<file path="config.mk">
export PLATFORM = sky130hd
export DESIGN_NAME = bullet_ctrl
export DESIGN_NICKNAME = d
export VERILOG_FILES = /design/src/rtl/bullet_ctrl.sv
export SDC_FILE = /design/constraint.sdc
export NUM_CORES = 1
export LEC_CHECK = 0
export CORE_UTILIZATION = 30
export DETAILED_ROUTE_END_ITERATION = 8
export GPL_ROUTABILITY_DRIVEN = 0
export PLACE_DENSITY = 0.5
export REMOVE_ABC_BUFFERS = 1
export SLEW_MARGIN = 25
export SYNTH_ARGS = -nofsm -noshare
export SYNTH_HDL_FRONTEND = slang
export SYNTH_SLANG_ARGS = --single-unit
</file>
<file path="constraint.sdc">
create_clock -name i_clk -period 4.13 [get_ports i_clk]
set_input_delay 0.413 -clock i_clk [delete_from_list [all_inputs] [get_ports i_clk]]
set_output_delay 0.413 -clock i_clk [all_outputs]
set_load 0.02 [all_outputs]
</file>
<file path="src/rtl/bullet_ctrl.sv">
// Two-player shooter bullet controller: one bullet per player, frame-tick paced
// movement, hit/guard resolution, HP bookkeeping and IDLE/PLAY/OVER game phase.
module bullet_ctrl #(
  parameter int BULLET_STEP = 12,
  parameter int HP_WIDTH    = 3,
  parameter int HP_INIT     = 5,
  parameter int SPAWN_OFS   = 32,
  parameter int X_MIN       = -640,
  parameter int X_MAX       = 639
) (
  input  logic                i_clk,
  input  logic                i_rst_n,
  input  logic                i_frame_tick,
  input  logic                i_start,
  input  logic                i_fire1,
  input  logic                i_fire2,
  input  logic signed [11:0]  i_p1_x,
  input  logic signed [11:0]  i_p2_x,
  input  logic                i_p1_guard,
  input  logic                i_p2_guard,
  output logic [1:0]          o_phase,
  output logic                o_b1_valid,
  output logic                o_b2_valid,
  output logic signed [11:0]  o_b1_x,
  output logic signed [11:0]  o_b2_x,
  output logic [HP_WIDTH-1:0] o_hp1,
  output logic [HP_WIDTH-1:0] o_hp2,
  output logic                o_hit1,
  output logic                o_hit2,
  output logic [1:0]          o_winner
);

  typedef enum logic [1:0] {
    IDLE = 2'd0,
    PLAY = 2'd1,
    OVER = 2'd2
  } phase_t;

  localparam logic signed [12:0] STEP13  = 13'(BULLET_STEP);
  localparam logic signed [12:0] SPAWN13 = 13'(SPAWN_OFS);
  localparam logic signed [12:0] XMIN13  = 13'(X_MIN);
  localparam logic signed [12:0] XMAX13  = 13'(X_MAX);
  localparam logic [HP_WIDTH-1:0] HP_LOAD = HP_WIDTH'(HP_INIT);
  localparam logic [HP_WIDTH-1:0] HP_ONE  = HP_WIDTH'(1);

  phase_t phase;
  logic   fire1_latch, fire2_latch;

  // All position arithmetic is 13-bit signed so +/- a step never wraps.
  logic signed [12:0] p1_13, p2_13, b1_13, b2_13;
  logic signed [12:0] b1_nx, b2_nx, b1_sp, b2_sp;
  logic               b1_hit, b2_hit, b1_out, b2_out;
  logic               dmg1, dmg2, fire1_req, fire2_req;
  logic [HP_WIDTH-1:0] hp1_nx, hp2_nx;
  logic               hp1_zero, hp2_zero;

  assign p1_13 = $signed({i_p1_x[11], i_p1_x});
  assign p2_13 = $signed({i_p2_x[11], i_p2_x});
  assign b1_13 = $signed({o_b1_x[11], o_b1_x});
  assign b2_13 = $signed({o_b2_x[11], o_b2_x});

  assign b1_nx = b1_13 + STEP13;
  assign b2_nx = b2_13 - STEP13;
  assign b1_sp = p1_13 + SPAWN13;
  assign b2_sp = p2_13 - SPAWN13;

  assign b1_hit = (b1_nx >= p2_13);
  assign b2_hit = (b2_nx <= p1_13);
  assign b1_out = (b1_nx > XMAX13);
  assign b2_out = (b2_nx < XMIN13);

  // A guarded target still absorbs (retires) the bullet, it just takes no damage.
  assign dmg2 = o_b1_valid & b1_hit & ~i_p2_guard;
  assign dmg1 = o_b2_valid & b2_hit & ~i_p1_guard;

  assign hp1_nx = (dmg1 && (o_hp1 != '0)) ? (o_hp1 - HP_ONE) : o_hp1;
  assign hp2_nx = (dmg2 && (o_hp2 != '0)) ? (o_hp2 - HP_ONE) : o_hp2;
  assign hp1_zero = (hp1_nx == '0);
  assign hp2_zero = (hp2_nx == '0);

  assign fire1_req = fire1_latch | i_fire1;
  assign fire2_req = fire2_latch | i_fire2;

  assign o_phase = phase;

  always_ff @(posedge i_clk or negedge i_rst_n) begin
    if (!i_rst_n) begin
      phase       <= IDLE;
      o_b1_valid  <= 1'b0;
      o_b2_valid  <= 1'b0;
      o_b1_x      <= '0;
      o_b2_x      <= '0;
      o_hp1       <= HP_LOAD;
      o_hp2       <= HP_LOAD;
      o_hit1      <= 1'b0;
      o_hit2      <= 1'b0;
      o_winner    <= 2'b00;
      fire1_latch <= 1'b0;
      fire2_latch <= 1'b0;
    end else begin
      o_hit1 <= 1'b0;
      o_hit2 <= 1'b0;
      case (phase)
        IDLE: begin
          if (i_start) begin
            phase       <= PLAY;
            o_hp1       <= HP_LOAD;
            o_hp2       <= HP_LOAD;
            o_b1_valid  <= 1'b0;
            o_b2_valid  <= 1'b0;
            fire1_latch <= 1'b0;
            fire2_latch <= 1'b0;
            o_winner    <= 2'b00;
          end
        end
        PLAY: begin
          if (i_frame_tick) begin
            fire1_latch <= 1'b0;
            fire2_latch <= 1'b0;
            o_hit1      <= dmg1;
            o_hit2      <= dmg2;
            o_hp1       <= hp1_nx;
            o_hp2       <= hp2_nx;
            if (hp1_zero || hp2_zero) begin
              phase      <= OVER;
              o_winner   <= {hp1_zero, hp2_zero};
              o_b1_valid <= 1'b0;
              o_b2_valid <= 1'b0;
            end else begin
              // An in-flight bullet swallows its fire request; retiring never respawns.
              if (o_b1_valid) begin
                if (b1_hit || b1_out) o_b1_valid <= 1'b0;
                else                  o_b1_x     <= b1_nx[11:0];
              end else if (fire1_req) begin
                o_b1_valid <= 1'b1;
                o_b1_x     <= b1_sp[11:0];
              end
              if (o_b2_valid) begin
                if (b2_hit || b2_out) o_b2_valid <= 1'b0;
                else                  o_b2_x     <= b2_nx[11:0];
              end else if (fire2_req) begin
                o_b2_valid <= 1'b1;
                o_b2_x     <= b2_sp[11:0];
              end
            end
          end else begin
            fire1_latch <= fire1_latch | i_fire1;
            fire2_latch <= fire2_latch | i_fire2;
          end
        end
        OVER: begin
          if (i_start) begin
            phase    <= IDLE;
            o_winner <= 2'b00;
          end
        end
        default: phase <= IDLE;
      endcase
    end
  end

endmodule

</file>
# After elaboration in Yosys (flattened, before gate mapping)
# Cells that the tools add are included.
# op_classes
add_sub_neg	6
order_cmp	4
n_eq_ne	9
mux	42
n_bitwise	9
n_reduce_logical	21
# op_table
op	count
two-way mux 12 bit	6
two-way mux 1 bit	17
two-way mux 3 bit	5
adder 12 x 5 -> 13 bit (second input constant)	1
>= comparator 13 x 12 -> 1 bit	1
greater-than comparator 13 x 11 -> 1 bit (second input constant)	1
less-or-equal comparator 13 x 12 -> 1 bit	1
< comparator 13 x 11 -> 1 bit (second input constant)	1
subtractor 12 x 5 -> 13 bit (second input constant)	1
adder 12 x 7 -> 12 bit (second input constant)	1
two-way mux 2 bit	6
!= test 2 bit (second input constant)	6
one-hot mux 3 bit (2 select lines)	2
subtractor 12 x 7 -> 12 bit (second input constant)	1
AND reduction 5 bit	2
one-hot mux 1 bit (2 select lines)	4
AND reduction 4 bit	2
nonzero test 2 bit	4
logical NOT 3 bit	2
one-hot mux 2 bit (3 select lines)	1
nonzero test 3 bit	2
subtractor 3 x 1 -> 3 bit (second input constant)	2
AND 1 bit	4
one-hot mux 2 bit (2 select lines)	1
11 further kinds	17
# word_totals
register_bits	40
in_bits	32
output_inout_bits	38
elab_cells	103

# Longest topological paths before layout
# depth
depth_word	11
depth_mapped	17
depth_no_buf	16

# Worst setup path after synthesis
# No wires, ideal clock.
# synth_timing
path_kind	reg2reg
from	register o_b2_x[2]
to	register o_b2_x[0]
setup_time_ns	0.125
t_arrival_ns	4.084
slack_ns	-0.078
path_stages_with_launch	16
path_buffers	0
path_cell_list	dfrtp_1 ha_1 nor3_2 nand2_1 or3_1 xnor2_1 ha_1 and4_1 nand4_1 a31o_2 and3b_1 nor3_2 mux2i_1 nor2_1 o2111ai_1 mux2_2
# synth_between
elab_chain_cells	10
word_cells_on_any_way	13
cone_classes	add/sub (1); order compare (2); eq/ne (1); mux (1); bitwise (3); reduce/logical (5)
# synth_rtl
item	line	text
start, declared	25	output logic signed [11:0] o_b2_x,
start signal, assigned	140	else o_b2_x <= b2_nx[11:0];
start signal, assigned	143	o_b2_x <= b2_sp[11:0];
subtractor 12 x 5 -> 13 bit *	63	assign b2_nx = b2_13 - STEP13;
less-or-equal comparator 13 x 12 -> 1 bit	68	assign b2_hit = (b2_nx <= p1_13);
AND 1 bit (2 in a row)	74	assign dmg1 = o_b2_valid & b2_hit & ~i_p1_guard;
logical AND 1 bit	76	assign hp1_nx = (dmg1 && (o_hp1 != '0)) ? (o_hp1 - HP_ONE) : o_hp1;
two-way mux 3 bit	76	
logical NOT 3 bit	78	assign hp1_zero = (hp1_nx == '0);
logical OR 1 bit	124	if (hp1_zero || hp2_zero) begin
NOT 1 bit (no source line)	--	
AND reduction 5 bit (no source line) *	--	
# Every way passes the cells marked *; elsewhere a longest branch is shown, timed or not.
# A chain may end at the register's enable or synchronous reset.

# Worst setup path in the final report
# layout_timing
from	register o_b2_x[3]
to	register o_b2_x[11]
# layout_between
elab_chain_cells	10
word_cells_on_any_way	15
cone_classes	add/sub (1); order compare (2); eq/ne (1); mux (3); bitwise (3); reduce/logical (5)
# layout_rtl
item	line
subtractor 12 x 5 -> 13 bit *	63
less-or-equal comparator 13 x 12 -> 1 bit	68
AND 1 bit (2 in a row)	74
logical AND 1 bit	76
two-way mux 3 bit	76
logical NOT 3 bit	78
logical OR 1 bit	124
NOT 1 bit (no source line)	--
AND reduction 5 bit (no source line)	--
# Every way passes the cells marked *; elsewhere a longest branch is shown, timed or not. The select of a mux whose other input is x is not followed.

==> impl_metrics.env <==
export IMPL_netlist_instances=376
export IMPL_rows=37
export IMPL_hold_path_class="in2async"
export IMPL_synthTopCellsByArea="dfrtp_1, ha_1, a21oi_1, inv_1, xnor2_1"
export IMPL_yosysWarnings=0
export IMPL_port_buffers=69
export IMPL_dieArea_mm2=0.01110
export IMPL_outcome="finished, final reports clean"
export IMPL_synth_main_ff_cell="dfrtp_1"
export IMPL_max_slew_margin_pct=64.70
export IMPL_finalCritPeriodShare_pct=95.97
export IMPL_p_leak_nw=1.989
export IMPL_dp_hpwl_um=7355
export IMPL_initial_core_util_pct=31.05
export IMPL_cts_path_max_buffers=2
export IMPL_cp_start_kind="flip-flop"
export IMPL_antenna_found_initial=0
export IMPL_grt_pass1_wl_um=15130
export IMPL_n_antenna_cell=0
export IMPL_synth_async_reset_ratio_pct=100.0
export IMPL_syn_to_final_growth_pct=40.01
export IMPL_layout_nets=543
export IMPL_period_needed_ns=3.963
export IMPL_synth_enable_flop_cells=0
export IMPL_insertion_delay_ns=0.30
export IMPL_drtAntennaViolNets=0
export IMPL_slowest_stage="or4_4"
export IMPL_clockRootBuffer="clkbuf_8"
export IMPL_path_cells="a211o_1, or4_4, nor3_4, xor2_2, ha_1, and4_4, nand4_1, a31o_2, and3b_1, nor3_4, mux2i_4, buf_4, nor4_4, buf_6, mux2_2"
export IMPL_p_total_w=0.003483
export IMPL_dr_pass1_iters=4
export IMPL_layout_cells_non_filler=614
export IMPL_coreArea_mm2=0.01032
export IMPL_mostFrequentLayoutCell="clkdlybuf4s50_1"
export IMPL_fin_tns_setup_ns=0
export IMPL_ctsHoldBuffers=0
export IMPL_fin_skew_ns=0.007467
export IMPL_htreeDepth=2
export IMPL_yosys_area_top_type="dfrtp_1"
export IMPL_grt_pass1_vias=2986
export IMPL_die_h_um=105.4
export IMPL_design_area_mm2=0.004488
export IMPL_wl_per_cell_um=15.46
export IMPL_pwr_density_cell_mw_per_mm2=776.1
export IMPL_required_ns=4.32
export IMPL_fmax_mhz=252.3
export IMPL_yosys_register_bits=40
export IMPL_drc=0
export IMPL_setup_viol=0
export IMPL_utilization_pct=43.47
export IMPL_final_cell_mix="clkdlybuf4s50_1, inv_1, dfrtp_1"
export IMPL_path_class="reg2reg"
export IMPL_path_delay_family="simple AND/OR/NAND/NOR gates"
export IMPL_synthDistinctLibCells=58
export IMPL_clk_pin_slew_ns=0.09
export IMPL_crit_fanout=5
export IMPL_syn_area_per_cell_um2=8.525
export IMPL_drive_gt1_share_pct=14.85
export IMPL_worstPathArrival_ns=4.15
export IMPL_die_width_um=105.4
export IMPL_post_dp_cell_area_mm2=0.004259
export IMPL_yosysTopAreaCellShare_pct=28.10
export IMPL_end_kind="flip-flop"
export IMPL_grt_usage_pct=17.35
export IMPL_vias=3088
export IMPL_max_stage_delay_ns=0.47
export IMPL_cts_buffers=5
export IMPL_worst_pin_slew_ns=0.5295
export IMPL_clock_sinks=40
export IMPL_timing_critical_path_mode_cell="nor3_4"
export IMPL_cp_buffers_inverters=2
export IMPL_ir_worst_vdd_uv=294.7
export IMPL_maxCapViolations=0
export IMPL_grt_max_degree=41
export IMPL_syn_area_mm2=0.003206
export IMPL_hold_viol=0
export IMPL_globalRouteOverflowTotal=0
export IMPL_rsz0062_at_grt="true"
export IMPL_tritoncts="yes"
export IMPL_ios=70
export IMPL_vias_per_cell=5.029
export IMPL_drv_slew=0
export IMPL_yosysSeqAreaShare_pct=31.38
export IMPL_drt_total_wl_um=9491
export IMPL_placed_cells=602
export IMPL_drtIter0Drc=108
-- path summary, 6_finish.rpt --
path,from,end,slack [ns],cells after the start
worst max-delay path,o_b2_x[3]$_DFFE_PN0P_,o_b2_x[11]$_DFFE_PN0P_,0.17,15
max in group asynchronous,i_rst_n,o_hp1[2]$_DFFE_PN1P_,3.68,1
worst min register to register,fire1_latch$_DFFE_PN0P_,fire1_latch$_DFFE_PN0P_,0.52,2
worst min-delay path,i_rst_n,o_hp2[1]$_DFFE_PN0P_,0.08,1
min in group i_clk,fire1_latch$_DFFE_PN0P_,fire1_latch$_DFFE_PN0P_,0.52,2
worst max register to register,o_b2_x[3]$_DFFE_PN0P_,o_b2_x[11]$_DFFE_PN0P_,0.17,15
-- cell usage after synthesis (all sizes together), types with 2 or more instances --
| cell type | instances |
|---|---|
| clkbuf | 5 |
| and2 | 3 |
| a21oi | 32 |
| dfrtp | 36 |
| a22o | 4 |
| and3 | 4 |
| o22ai | 4 |
| nand2b | 2 |
| o21ai | 25 |
| inv | 42 |
| nand4 | 6 |
| nor2 | 24 |
| o211ai | 2 |
| a31oi | 4 |
| nor2b | 4 |
| xor2 | 7 |
| nor3 | 14 |
| nor3b | 2 |
| or3 | 2 |
| nor4 | 3 |
| a21o | 3 |
| a32oi | 2 |
| dfstp | 4 |
| xnor2 | 17 |
| ha | 34 |
| mux2i | 9 |
| nand3 | 14 |
| or4 | 2 |
| nand2 | 34 |
| nand3b | 2 |
| buf | 4 |
| mux2 | 8 |
-- per-layer routing --
metal | track usage, % | share of wire (%) | vias up
met3 | 2.288 | 2.0 | 12
met5 | 0 | 0 | -
met1 | 23.55 | 48 | 1494
met4 | 4.829 | 1.5 | 0
met2 | 28.76 | 48 | 42
li1 | - | - | 1540
-- kinds of logic (layout without fill, tap and decap cells) --
group	after synthesis	count (layout)	synth area share (%)
flops	40	40	31.38
buf+inv	51	153	6.167
fa+ha+maj	34	34	13.27
mux	17	17	5.621
xor+xnor	24	24	6.792
compound gates	91	91	17.45
simple gates	119	119	19.32
-- report_power, final --
| part | switching, W | leakage (nW) | internal [W] |
|---|---|---|---|
| logic | 0.00125 | 1.45 | 0.00112 |
| clock network | 0.000156 | 0.0614 | 0.000198 |
| registers | 0.000181 | 0.476 | 0.000572 |
| total | 0.00159 | 1.99 | 0.00189 |
-- registers in the layout, indices dropped and copies added (netlist names) --
signal / flops
o_b1_x: 12
o_b2_x: 12
o_hp1: 3
o_hp2: 3
o_phase: 2
o_winner: 2
fire1_latch: 1
fire2_latch: 1
o_b1_valid: 1
o_b2_valid: 1
o_hit1: 1
o_hit2: 1
-- through the flow --
stage | worst slack [ns] | hold slack, ns
after floorplan | -0.5845 | 0.1174
after global routing | 0.0003224 | 0.1203
after global placement | 0.07445 | 0.4888
final | 0.1666 | 0.07611
after CTS | 0.0002403 | 0.2793
after detailed placement | -0.03002 | 0.5016
-- cell type report --
type | count | area (um^2)
Clock inverter | 2 | 38.79
Multi-Input combinational cell | 285 | 2066
Clock buffer | 6 | 82.58
Sequential cell | 40 | 1006
Tap cell | 136 | 170.2
Inverter | 42 | 157.7
Timing Repair Buffer | 103 | 967.2
Fill cell | 1052 | 5836
-- timing repair --
item / in CTS / in global routing
setup endpoints to repair: 7 / 25
gates cloned: 1 / 1
pin swaps: 0 / 3
setup buffers: 0 / 2
resized for setup: 6 / 10
Note: power is estimated with default switching activity, not from simulation.
==> patch: new RTL, same flow settings <==
Register the output `o_b2_x` once more, without a reset; this adds one clock of latency there. The other outputs are not delayed to match.
--- a/src/rtl/bullet_ctrl.sv
+++ b/src/rtl/bullet_ctrl.sv
@@ -45,2 +45,4 @@
 
+  logic signed [11:0] o_b2_x_s0;
+
   phase_t phase;
@@ -59,3 +61,3 @@
   assign b1_13 = $signed({o_b1_x[11], o_b1_x});
-  assign b2_13 = $signed({o_b2_x[11], o_b2_x});
+  assign b2_13 = $signed({o_b2_x_s0[11], o_b2_x_s0});
 
@@ -91,3 +93,3 @@
       o_b1_x      <= '0;
-      o_b2_x      <= '0;
+      o_b2_x_s0   <= '0;
       o_hp1       <= HP_LOAD;
@@ -139,6 +141,6 @@
                 if (b2_hit || b2_out) o_b2_valid <= 1'b0;
-                else                  o_b2_x     <= b2_nx[11:0];
+                else                  o_b2_x_s0  <= b2_nx[11:0];
               end else if (fire2_req) begin
                 o_b2_valid <= 1'b1;
-                o_b2_x     <= b2_sp[11:0];
+                o_b2_x_s0  <= b2_sp[11:0];
               end
@@ -161,2 +163,6 @@
 
+  always_ff @(posedge i_clk) begin
+    o_b2_x <= o_b2_x_s0;
+  end
+
 endmodule
Check against the original RTL: not equivalent (Yosys sat finds a counterexample within 4 cycles, from zero or initial values and one cycle with i_rst_n low).
==> patch against the unedited design <==
Total power increased by 16%; sequential power rose by 34%; routed wire length rose by 15%; largest power group unchanged; final area up 14%; area after synthesis up 15%; synthesized cell count is 9.8% higher; count of clock-buffer cells in the layout shrank 1; clock power increased by 22%; worst setup slack worse by 0.074 ns; maximum frequency decreased by 1.8%; sequential cell count up 12.
==> patch: results (changes against the unedited design) <==
| Metric | Value |
|---|---|
| Metal-1 WL | 5130 um (+11%) |
| Slew @ Worst Pin | 0.761 ns (+0.231 ns) |
| Vias in the first global route | 3372 (+13%) |
| Fin nets | 592 (+9.0%) |
| Library cells used by synthesis | 68 (+17%) |
| Routed wl met3 | 594 um (+210%) |
| Register-to-Register Path Depth | 16 (+1) |
| RR Startpoint | o_b2_x_s0[3] |
| Met3 Use GR | 3.78% (+1.5 points) |
| Clk root buf | clkbuf_16 |
| Layout cells sized above 1 | 19.4% (+4.5 points) |
| Met2 WL | 5020 um (+10%) |
| Comb power | 2.60 mW (+9.2%) |
| Async SR Flop Fraction | 76.9% (-23 points) |
| Routing usage on met1 | 24.3% (+0.75 points) |
| Global-route wire length before repair | 17500 um (+16%) |
| Worst IR drop on VDD | 0.000323 V (+9.5%) |
| Switching share of power | 43.9% (-1.7 points) |
| R2r setup slk | 0.09 ns (-0.07 ns) |
| Worst r2r dst | o_b1_x[2] |
| Post-synthesis sequential area ratio | 33.9% (+2.6 points) |
| Vias/cell | 5.08 (+1.1%) |
| Area contributors post-synth | dfrtp_1 25%, ha_1 12%, dfxtp_1 6.5% |
| Layout Skew | 0.00781 ns (+0.000343 ns) |
| DP Wirelength | 8540 um (+16%) |
| Seq. pwr | 1.01 mW (+34%) |
| Iter 0 DRT Violations | 135 (+25%) |
| First-pass DRT Iterations | 5 (+1) |
| Top post-synthesis cells by count | 52 x inv_1, 36 x dfrtp_1, 34 x ha_1, 26 x nand2_1 |
| Reg clk slew, reported paths | 0.07 ns (-0.02 ns) |
| Crit path largest cell delay | 0.50 ns (+0.03 ns) |
| Largest registers in the final layout | o_b1_x: 12 flops, o_b2_x: 12 flops, o_b2_x_s0: 12 flops |
| GR Layer Usage met2 | 28.1% (-0.61 points) |
| P_int | 2.27 mW (+20%) |
| Total Routing Usage GR | 17.9% (+0.59 points) |
| Status | complete, no violations |
| # fillers | 1222 (+16%) |
[patch: cell types whose count changed after synthesis, sizes merged, moves of 8 or more]
| cell | delta |
|---|---|
| a21oi | -9 |
| dfxtp | +12 |
| inv | +10 |
| nand2 | -8 |
[patch: through the flow]
stage | area (sq um) | worst slack, ns | hold slack [ns] | instances
2_1_floorplan | 3620 | -0.211 | 0.117 | 401
3_3_place_gp | 4780 | -0.112 | 0.396 | 656
3_5_place_dp | 4780 | -0.109 | 0.389 | 656
4_1_cts | 4940 | 0.0207 | 0.298 | 664
5_1_grt | 5120 | -0.0824 | 0.143 | 674
6_report | 5120 | 0.0922 | 0.101 | 674
[patch: logic make-up after synthesis]
logic type	synth area share, %
XOR/XNOR	6.20
adder cells (fa/ha/maj)	11.6
AO/OA/AOI/OAI	17.6
flip-flops	33.9
buffers and inverters	6.78
multiplexers	6.24
AND/OR/NAND/NOR	17.7
[patch: worst min path at each step]
stage | startpoint | endpoint | slack [ns] | depth (start not counted)
after floorplan | i_rst_n | fire1_latch | 0.12 | 0
after global placement | o_b2_x_s0[0] | o_b2_x[0] | 0.40 | 0
after detailed placement | o_b2_x_s0[0] | o_b2_x[0] | 0.39 | 0
after CTS | i_rst_n | o_b2_x_s0[6] | 0.30 | 1
after global routing | i_rst_n | o_b2_x_s0[9] | 0.14 | 1
final | i_rst_n | o_phase[1] | 0.10 | 1
[patch: final cells by class]
class	count	area share [%]
clock buffers	5	2.44
clock inverters	3	0.464
inverters	52	3.81
multi-input cells	297	44.6
flip-flops and latches	52	24.3
well taps	147	3.59
repair buffers	118	20.8
[patch: repair_timing]
action,CTS,global route
hold buffers,0,0
endpoints found under the setup margin,11,23
cloned,0,0
pin swaps,0,12
gates resized for setup,3,21
buffers inserted,0,10
